File: config.mk
export PLATFORM = sky130hd
export DESIGN_NAME = hazard_ctrl_flat
export DESIGN_NICKNAME = d
export VERILOG_FILES = /design/src/rtl/hazard_ctrl_if.sv /design/src/rtl/hazard_ctrl.sv /design/src/flat_wrapper.sv
export SDC_FILE = /design/constraint.sdc
export NUM_CORES = 1
export LEC_CHECK = 0
export ABC_AREA = 1
export BUFFER_PORTS_ARGS = -buffer_cell sky130_fd_sc_hd__clkbuf_2
export CAP_MARGIN = 10
export CORE_ASPECT_RATIO = 2
export CORE_MARGIN = 8
export CORE_UTILIZATION = 25
export CTS_CLUSTER_SIZE = 30
export DETAILED_ROUTE_END_ITERATION = 8
export PLACE_DENSITY = 0.52
export SYNTH_ARGS = -nofsm -noshare
export SYNTH_HDL_FRONTEND = slang
export SYNTH_SLANG_ARGS = --single-unit
File: constraint.sdc
create_clock -name clk -period 1.6 [get_ports clk]
set_input_delay 0.08 -clock clk [delete_from_list [all_inputs] [get_ports clk]]
set_output_delay 0.08 -clock clk [all_outputs]
set_load 0.02 [all_outputs]
File: src/rtl/hazard_ctrl_if.sv
`default_nettype none
// ============================================================================
// Module  : hazard_ctrl_if
// Purpose : pipeline-side hazard/forwarding bundle for hazard_ctrl
// Rev     : 1.0 - initial release
// ============================================================================
interface hazard_ctrl_if #(
  parameter int AW  = 5,
  parameter int NRS = 2,
  parameter int CW  = 16
);
  logic [NRS*AW-1:0] rs_addrD;
  logic [NRS-1:0]    rs_useD;
  logic [NRS*AW-1:0] rs_addrE;
  logic [AW-1:0]     rd_addrE;
  logic [AW-1:0]     rd_addrM;
  logic [AW-1:0]     rd_addrW;
  logic              rd_wrenE;
  logic              rd_wrenM;
  logic              rd_wrenW;
  logic              loadE;
  logic              br_takenE;
  logic              mc_startE;
  logic              mem_busyM;
  logic              cnt_clr;
  logic              stallF;
  logic              stallD;
  logic              stallE;
  logic              stallM;
  logic              flushD;
  logic              flushE;
  logic              flushM;
  logic [NRS*2-1:0]  fwd_sel;
  logic              mc_busy;
  logic [CW-1:0]     stall_cnt;

  modport master (
    output rs_addrD, rs_useD, rs_addrE, rd_addrE, rd_addrM, rd_addrW,
           rd_wrenE, rd_wrenM, rd_wrenW, loadE, br_takenE, mc_startE,
           mem_busyM, cnt_clr,
    input  stallF, stallD, stallE, stallM, flushD, flushE, flushM,
           fwd_sel, mc_busy, stall_cnt
  );

  modport slave (
    input  rs_addrD, rs_useD, rs_addrE, rd_addrE, rd_addrM, rd_addrW,
           rd_wrenE, rd_wrenM, rd_wrenW, loadE, br_takenE, mc_startE,
           mem_busyM, cnt_clr,
    output stallF, stallD, stallE, stallM, flushD, flushE, flushM,
           fwd_sel, mc_busy, stall_cnt
  );
endinterface
`default_nettype wire

File: src/rtl/hazard_ctrl.sv
`default_nettype none
// ============================================================================
// Module  : hazard_ctrl
// Purpose : 5-stage pipeline interlock, forwarding select and multi-cycle stall
// Rev     : 1.0 - initial release
// ============================================================================
module hazard_ctrl #(
  parameter int AW     = 5,
  parameter int NRS    = 2,
  parameter int FWD_EN = 1,
  parameter int MC_LAT = 4,
  parameter int CW     = 16
) (
  input  logic        clk,
  input  logic        rst_n,
  hazard_ctrl_if.slave bus
);

  localparam logic [0:0]    c_IDLE    = 1'b0;
  localparam logic [0:0]    c_BUSY    = 1'b1;
  localparam logic          c_MC_EN   = (MC_LAT > 0) ? 1'b1 : 1'b0;
  localparam logic [3:0]    c_LAT_M1  = (MC_LAT > 0) ? 4'(MC_LAT - 1) : 4'd0;
  localparam logic [CW-1:0] c_CNT_MAX = '1;

  logic [0:0]    r_state;
  logic [3:0]    r_cnt;
  logic [CW-1:0] r_stall_cnt;
  logic [NRS-1:0] w_raw;
  logic          w_raw_any;
  logic          w_mc_stall;
  logic          w_stallF, w_stallD, w_stallE, w_stallM;
  logic          w_flushD, w_flushE, w_flushM;

  for (genvar i = 0; i < NRS; i++) begin : g_port
    logic [AW-1:0] w_srcD;
    logic [AW-1:0] w_srcE;
    logic          w_fwdM, w_fwdW;
    logic          w_dE, w_dM, w_dW, w_vD;

    assign w_srcD = bus.rs_addrD[i*AW +: AW];
    assign w_srcE = bus.rs_addrE[i*AW +: AW];

    // r0 is hardwired zero, so it never forwards and never interlocks
    assign w_fwdM = (w_srcE != '0) && bus.rd_wrenM && (w_srcE == bus.rd_addrM);
    assign w_fwdW = (w_srcE != '0) && bus.rd_wrenW && (w_srcE == bus.rd_addrW);
    assign bus.fwd_sel[i*2 +: 2] = (FWD_EN == 0) ? 2'b00 :
                                   w_fwdM        ? 2'b01 :
                                   w_fwdW        ? 2'b10 : 2'b00;

    assign w_vD = bus.rs_useD[i] && (w_srcD != '0);
    assign w_dE = bus.rd_wrenE && (w_srcD == bus.rd_addrE);
    assign w_dM = bus.rd_wrenM && (w_srcD == bus.rd_addrM);
    assign w_dW = bus.rd_wrenW && (w_srcD == bus.rd_addrW);
    assign w_raw[i] = w_vD && ((FWD_EN != 0) ? (bus.loadE && w_dE)
                                             : (w_dE || w_dM || w_dW));
  end

  assign w_raw_any  = |w_raw;
  assign w_mc_stall = ((r_state == c_IDLE) && bus.mc_startE && c_MC_EN) ||
                      ((r_state == c_BUSY) && (r_cnt != 4'd0));

  always_comb begin
    w_stallF = 1'b0;
    w_stallD = 1'b0;
    w_stallE = 1'b0;
    w_stallM = 1'b0;
    w_flushD = 1'b0;
    w_flushE = 1'b0;
    w_flushM = 1'b0;
    if (bus.mem_busyM) begin
      w_stallF = 1'b1;
      w_stallD = 1'b1;
      w_stallE = 1'b1;
      w_stallM = 1'b1;
    end else if (w_mc_stall) begin
      // E holds the multi-cycle op; a bubble goes down to M meanwhile
      w_stallF = 1'b1;
      w_stallD = 1'b1;
      w_stallE = 1'b1;
      w_flushM = 1'b1;
    end else if (bus.br_takenE) begin
      w_flushD = 1'b1;
      w_flushE = 1'b1;
    end else if (w_raw_any) begin
      w_stallF = 1'b1;
      w_stallD = 1'b1;
      w_flushE = 1'b1;
    end
  end

  assign bus.stallF    = w_stallF;
  assign bus.stallD    = w_stallD;
  assign bus.stallE    = w_stallE;
  assign bus.stallM    = w_stallM;
  assign bus.flushD    = w_flushD;
  assign bus.flushE    = w_flushE;
  assign bus.flushM    = w_flushM;
  assign bus.mc_busy   = (r_state == c_BUSY);
  assign bus.stall_cnt = r_stall_cnt;

  always_ff @(posedge clk or negedge rst_n) begin
    if (!rst_n) begin
      r_state <= c_IDLE;
      r_cnt   <= 4'd0;
    end else if (!bus.mem_busyM) begin
      case (r_state)
        c_IDLE: begin
          if (bus.mc_startE && c_MC_EN) begin
            r_state <= c_BUSY;
            r_cnt   <= c_LAT_M1;
          end
        end
        c_BUSY: begin
          if (r_cnt != 4'd0) r_cnt <= r_cnt - 4'd1;
          else               r_state <= c_IDLE;
        end
        default: r_state <= c_IDLE;
      endcase
    end
  end

  always_ff @(posedge clk or negedge rst_n) begin
    if (!rst_n)
      r_stall_cnt <= '0;
    else if (bus.cnt_clr)
      r_stall_cnt <= '0;
    else if (w_stallF && (r_stall_cnt != c_CNT_MAX))
      r_stall_cnt <= r_stall_cnt + 1'b1;
  end

endmodule
`default_nettype wire

File: src/flat_wrapper.sv
// flat-port wrapper written by rule: the top's interface ports become plain ports
module hazard_ctrl_flat 
#(
  parameter int AW     = 5,
  parameter int NRS    = 2,
  parameter int FWD_EN = 1,
  parameter int MC_LAT = 4,
  parameter int CW     = 16
)
  (clk, rst_n, bus_rs_addrD, bus_rs_useD, bus_rs_addrE, bus_rd_addrE, bus_rd_addrM, bus_rd_addrW, bus_rd_wrenE, bus_rd_wrenM, bus_rd_wrenW, bus_loadE, bus_br_takenE, bus_mc_startE, bus_mem_busyM, bus_cnt_clr, bus_stallF, bus_stallD, bus_stallE, bus_stallM, bus_flushD, bus_flushE, bus_flushM, bus_fwd_sel, bus_mc_busy, bus_stall_cnt);
  hazard_ctrl_if #(.AW(AW), .NRS(NRS), .CW(CW)) bus_i ();
  input  logic clk;
  input  logic rst_n;
  input wire logic [$bits(bus_i.rs_addrD)-1:0] bus_rs_addrD;
  input wire logic [$bits(bus_i.rs_useD)-1:0] bus_rs_useD;
  input wire logic [$bits(bus_i.rs_addrE)-1:0] bus_rs_addrE;
  input wire logic [$bits(bus_i.rd_addrE)-1:0] bus_rd_addrE;
  input wire logic [$bits(bus_i.rd_addrM)-1:0] bus_rd_addrM;
  input wire logic [$bits(bus_i.rd_addrW)-1:0] bus_rd_addrW;
  input wire logic [$bits(bus_i.rd_wrenE)-1:0] bus_rd_wrenE;
  input wire logic [$bits(bus_i.rd_wrenM)-1:0] bus_rd_wrenM;
  input wire logic [$bits(bus_i.rd_wrenW)-1:0] bus_rd_wrenW;
  input wire logic [$bits(bus_i.loadE)-1:0] bus_loadE;
  input wire logic [$bits(bus_i.br_takenE)-1:0] bus_br_takenE;
  input wire logic [$bits(bus_i.mc_startE)-1:0] bus_mc_startE;
  input wire logic [$bits(bus_i.mem_busyM)-1:0] bus_mem_busyM;
  input wire logic [$bits(bus_i.cnt_clr)-1:0] bus_cnt_clr;
  output wire logic [$bits(bus_i.stallF)-1:0] bus_stallF;
  output wire logic [$bits(bus_i.stallD)-1:0] bus_stallD;
  output wire logic [$bits(bus_i.stallE)-1:0] bus_stallE;
  output wire logic [$bits(bus_i.stallM)-1:0] bus_stallM;
  output wire logic [$bits(bus_i.flushD)-1:0] bus_flushD;
  output wire logic [$bits(bus_i.flushE)-1:0] bus_flushE;
  output wire logic [$bits(bus_i.flushM)-1:0] bus_flushM;
  output wire logic [$bits(bus_i.fwd_sel)-1:0] bus_fwd_sel;
  output wire logic [$bits(bus_i.mc_busy)-1:0] bus_mc_busy;
  output wire logic [$bits(bus_i.stall_cnt)-1:0] bus_stall_cnt;
  assign bus_i.rs_addrD = bus_rs_addrD;
  assign bus_i.rs_useD = bus_rs_useD;
  assign bus_i.rs_addrE = bus_rs_addrE;
  assign bus_i.rd_addrE = bus_rd_addrE;
  assign bus_i.rd_addrM = bus_rd_addrM;
  assign bus_i.rd_addrW = bus_rd_addrW;
  assign bus_i.rd_wrenE = bus_rd_wrenE;
  assign bus_i.rd_wrenM = bus_rd_wrenM;
  assign bus_i.rd_wrenW = bus_rd_wrenW;
  assign bus_i.loadE = bus_loadE;
  assign bus_i.br_takenE = bus_br_takenE;
  assign bus_i.mc_startE = bus_mc_startE;
  assign bus_i.mem_busyM = bus_mem_busyM;
  assign bus_i.cnt_clr = bus_cnt_clr;
  assign bus_stallF = bus_i.stallF;
  assign bus_stallD = bus_i.stallD;
  assign bus_stallE = bus_i.stallE;
  assign bus_stallM = bus_i.stallM;
  assign bus_flushD = bus_i.flushD;
  assign bus_flushE = bus_i.flushE;
  assign bus_flushM = bus_i.flushM;
  assign bus_fwd_sel = bus_i.fwd_sel;
  assign bus_mc_busy = bus_i.mc_busy;
  assign bus_stall_cnt = bus_i.stall_cnt;
  hazard_ctrl #(.AW(AW), .NRS(NRS), .FWD_EN(FWD_EN), .MC_LAT(MC_LAT), .CW(CW)) u_core (.clk(clk), .rst_n(rst_n), .bus(bus_i));
endmodule
# Word level (Yosys, flattened, before mapping)
# Index checks and enable logic that the tools add are counted.
dict set report classes {
  n_eq_ne 9
  mux 26
  bitwise_logic 2
  n_reduce_logical 28
  add_sub_neg 2
}
# operator count
set op_table {}
lappend op_table {{$mux 16} 2}
lappend op_table {{$eq 5x5->1} 6}
lappend op_table {{$reduce_bool 5->1} 4}
lappend op_table {{$logic_and 1x1->1} 19}
lappend op_table {{$add 16x1->16 const B} 1}
lappend op_table {{$mux 1} 16}
lappend op_table {{$ne 16x16->1 const B} 1}
lappend op_table {{$mux 2} 4}
lappend op_table {{$mux 4} 2}
lappend op_table {{$pmux 4 s2} 1}
lappend op_table {{$ne 2x2->1 const B} 2}
lappend op_table {{$reduce_bool 4->1} 1}
lappend op_table {{$sub 4x1->4 const B} 1}
lappend op_table {{$reduce_and 3->1} 1}
lappend op_table {{$not 1->1} 2}
lappend op_table {{$pmux 1 s2} 1}
lappend op_table {{$reduce_bool 2->1} 1}
lappend op_table {{$reduce_or 2->1} 1}
lappend op_table {{$logic_or 1x1->1} 1}
dict set report totals {
  word_cells 70
  output_inout_bits 28
  input_bits 47
  reg_bits 21
}

# Longest topological paths before layout
dict set report depth {
  ltp_word 12
  depth_mapped 12
  depth_no_buf 11
}

# Worst setup path before layout
# Ideal clock, no wire load.
dict set report synth_path {
  path_type {register to register}
  startpoint {register u_core.r_stall_cnt[0] (netlist: u_core.bus.stall_cnt[0])}
  endpoint {register u_core.r_stall_cnt[12] (netlist: u_core.bus.stall_cnt[12])}
  setup_slack_ns -0.192
  period_less_slack_ns 1.792
  required_ns 1.483
  setup_time_ns 0.117
  path_stages_with_launch 11
  path_buffers 1
  arrival_time_ns 1.675
  cell_sequence {dfrtp_1 -> ha_1 -> and3_4 -> nand2_4 -> nor2_4 -> nand4_2 -> nand3_4 -> nand2_4 -> buf_6 -> nand2_1 -> nand2_1}
}
dict set report synth_via {
  elab_chain_cells 3
  elab_cells_between_ends 6
  cone_classes {add/sub: 1; eq/ne: 1; mux: 2; reduce/logical: 2}
}
# element line_no
set synth_rtl {}
lappend synth_rtl {{start: declaration} hazard_ctrl.sv:27} ;# logic [CW-1:0] r_stall_cnt;
lappend synth_rtl {{start signal: assignment} hazard_ctrl.sv:128} ;# r_stall_cnt <= r_stall_cnt + 1'b1;
lappend synth_rtl {{$add 16x1->16 / $ne 16x16->1 (equally long branches)} {hazard_ctrl.sv:128, hazard_ctrl.sv:127}}
lappend synth_rtl {{$mux 16 / $logic_and 1x1->1 (equally long branches)} hazard_ctrl.sv:127} ;# else if (w_stallF && (r_stall_cnt != c_CNT_MAX))
lappend synth_rtl {{$mux 16 / $reduce_bool 2->1 (equally long branches)} --}
# Several ways; a longest one is shown, not always the timed one. The select of a mux whose other input is x is not followed.
# A chain may end at the register's enable or synchronous reset.

# Worst setup path after layout
dict set report layout_path {
  startpoint {register u_core.r_stall_cnt[0] (netlist: u_core.bus.stall_cnt[0])}
  endpoint {register u_core.r_stall_cnt[4] (netlist: u_core.bus.stall_cnt[4])}
}
# Same word-level chain as after synthesis.

==> metrics.yaml <==
grt:
  grt_pass1_vias: 2266
  grt_max_degree: 22
  grt.total_usage: 0.113
  grt_pass1_wl_mm: 10.1
  grt_antenna_before_repair: 0
  grt_remaining_overflow: 0
pwr:
  p_sw_frac: 0.404
  power_frac_seq: 0.249
  peakVddDrop_mv: 0.490
  p_leak_nw: 1.48
  p_per_area_mw_per_mm2: 959
  comb_power_share: 0.554
  internal_power_mw: 1.67
  power.total_mw: 2.81
  power.share.clock: 0.197
  power_switching_mw: 1.14
synthesis:
  synth_top_family_by_area: "simple AND/OR/NAND/NOR gates"
  synth_fp_nets: 338
  synthSimpleGateAreaFrac: 0.433
  synth_top_cells_by_area: "dfrtp_1 (27%), nand2_1 (15%), xor2_1 (10%), nor2_1 (7.6%), nand3_1 (7.3%)"
  syn_inst: 289
  synth.avg_cell_area_sq_um: 6.66
  async_flop_share: 1.00
  ys.flop_type: "dfrtp_1"
  yosysSeqAreaShare: 0.273
  yosysTopAreaCellShare: 0.273
  synth_area_sq_mm: 0.00192
  synth_most_common_cell: "nand2_1"
  ys_ff_latch: 21
  synthMuxAreaShare: 0
  synth_top_cell_by_area: "dfrtp_1"
  synth-edff-count: 0
  yosys_warnings: 0
  synth-xor-area-share: 0.146
  synth_compound_area_frac: 0.0319
  synth_adder_area_share: 0.0130
  synth_cell_types: 33
  yosys-top-cells-count: "nand2_1 (78), nor2_1 (39), inv_1 (33), nand3_1 (28), xor2_1 (22)"
place:
  dp_cells: 464
  dpl.hpwl_mm: 5.11
  io_buffers: 74
  pre_cts_slack_ps: -13.3
  gp_congestion: 0.780
cells_and_area:
  syn_to_final_growth_pct: 52.2
  final_util: 0.388
  fin_nets: 437
  instances_no_fill: 481
  diodes: 0
  drive_above_1_share: 0.413
critical_path:
  slowest_delay_ps: 390
  crit_family: "simple AND/OR/NAND/NOR gates"
  endpoint_kind: "flop"
  cp_cell_sequence: "ha_4, and3_4, nand2_4, nor2_4, nand4_4, nand3_4, clkbuf_16, nand3_2, nand2_1"
  crit_fanout: 8
  arrival_ps: 1870
  rr_worst_depth: 9
  worstPathBufferInverterCount: 1
  crit_slowest_cell: "dfrtp_2"
  worstPathRequired_ps: 1800
  cp-start-kind: "flop"
  crit_cells: 9
  critical_path_class: "reg -> reg"
timing:
  rsz0062_at_grt: "yes"
  layout_setup_ws_ps: -69.7
  finalSetupViolCount: 20
  worstMarginPinSlew_ps: 581
  hold_viol: 0
  skew_ps: 4.55
  maxSlewHeadroom: 0.613
  max_freq_mhz: 599
  finalCritPeriodShare: 1.04
  timing.final.crit_period_ps: 1670
  report.final.slew_viol_count: 0
clock_network:
  ctsHtreeMaxLevel: 1
  cts.clk_slew.worst_paths_ps: 60
  cts_buffers: 3
  cts_root_buffer: "clkbuf_16"
  clock_path_buffers: 2
  cts_sinks: 21
  clk_latency_ps: 260
  cts_tree: "built"
floorplanning:
  core-area_sq_mm: 0.00754
  num_rows: 45
  initial_core_util: 0.255
  ioPinCount: 75
  dieArea_sq_mm: 0.0109
  die_y_um: 140
  die_width_um: 78.0
route:
  ant_nets: 0
  drt_pass1_iterations: 4
  drt_iter0_drc: 58
  drc: 0
  viasPerCell: 4.51
  drt_wl_total_mm: 6.61
  vias: 2170
  wl_per_cell_um: 13.7
status:
  violations: "setup timing"
  status: "finished with violations"
min_path:
  hp-class: "in -> reg"
  hold_depth: 2
run:
  max_cap_violations: 0
[flip-flops by register name, indices dropped and copies added, names as in the netlist]
| register | count |
|---|---|
| u_core.bus.stall_cnt | 16 |
| u_core.bus.mc_busy | 1 |
| u_core.r_cnt | 4 |
[worst register-to-register path, cell delays in order, from the launching register on]
cell and delay [ps]:
dfrtp_2 390, ha_4 140, and3_4 210, nand2_4 60
nor2_4 140, nand4_4 100, nand3_4 220, clkbuf_16 210
nand3_2 60, nand2_1 70
[metal layers]
metal	part of all wire	wire length (um)	global-route usage
met1	0.35	2290	0.102
met2	0.60	3930	0.233
met3	0.047	309	0.0250
met4	0.011	75	0.0334
met5	0	0	0
[cell type report]
class | instances | area, sq um
flip-flops and latches | 21 | 529
repair buffers | 102 | 669
fillers | 848 | 4620
clock buffers | 3 | 75.1
well taps | 94 | 118
inverters | 36 | 138
clock inverters | 1 | 5.00
multi-input cells | 224 | 1400
[cell families (layout without fill, tap and decap cells)]
kind of cell,Yosys count,after routing
buffers and inverters,45,142
AO/OA/AOI/OAI,11,11
AND/OR/NAND/NOR,178,179
flip-flops,21,21
XOR/XNOR,32,32
adder cells (fa/ha/maj),2,2
[cell usage in the layout (no fill, tap or decap), drive strengths merged, types with 2 or more instances in the layout]
cell type and n:
a21oi 4, buf 29, clkbuf 75, clkinv 2, dfrtp 21, ha 2, inv 35, nand2 84
nand3 30, nand4 6, nor2 43, nor3 5, nor4 5, o21ai 3, o22ai 2, or2 3
xnor2 10, xor2 22
[power groups by stage]
stage          Sequential, mW  Clock, mW  Combinational, mW
2_1_floorplan           0.767          0              0.620
3_3_place_gp            0.703          0               1.10
3_5_place_dp            0.702          0               1.11
4_1_cts                 0.700      0.569               1.31
5_1_grt                 0.708      0.582               1.70
6_report                0.700      0.554               1.56
[path summary, 6_finish.rpt]
check                                                           from                                    to  slack [ps]
worst max-delay path             u_core.bus.stall_cnt[0]$_DFFE_PN0P_   u_core.bus.stall_cnt[4]$_DFFE_PN0P_         -70
worst min-delay path                                   bus_mem_busyM        u_core.bus.mc_busy$_DFFE_PN0N_         120
worst max register to register   u_core.bus.stall_cnt[0]$_DFFE_PN0P_   u_core.bus.stall_cnt[4]$_DFFE_PN0P_         -70
worst min register to register  u_core.bus.stall_cnt[10]$_DFFE_PN0P_  u_core.bus.stall_cnt[10]$_DFFE_PN0P_         570
max in group asynchronous                                      rst_n   u_core.bus.stall_cnt[1]$_DFFE_PN0P_         820
min in group asynchronous                                      rst_n   u_core.bus.stall_cnt[4]$_DFFE_PN0P_         350
[metrics by stage]
| step | cell area (sq um) | hold WS, ps | TNS [ps] |
|---|---|---|---|
| final | 2930 | 118 | -997 |
| after detailed placement | 2500 | 113 | -110 |
| after global placement | 2500 | 103 | 0 |
| after floorplan | 1940 | -216 | -312 |
| after CTS | 2680 | 93.3 | -450 |
| after global routing | 2930 | 136 | -2270 |
[what timing repair did]
action                     in CTS  in global routing
gates cloned                    0                  2
pin swaps                       4                 25
setup buffers                   4                  6
hold endpoints to repair       21                  0
hold buffers                    1                  0
setup endpoints to repair      21                 22
resized for setup              18                 42
No activity file was read; power rests on OpenSTA's default activity.
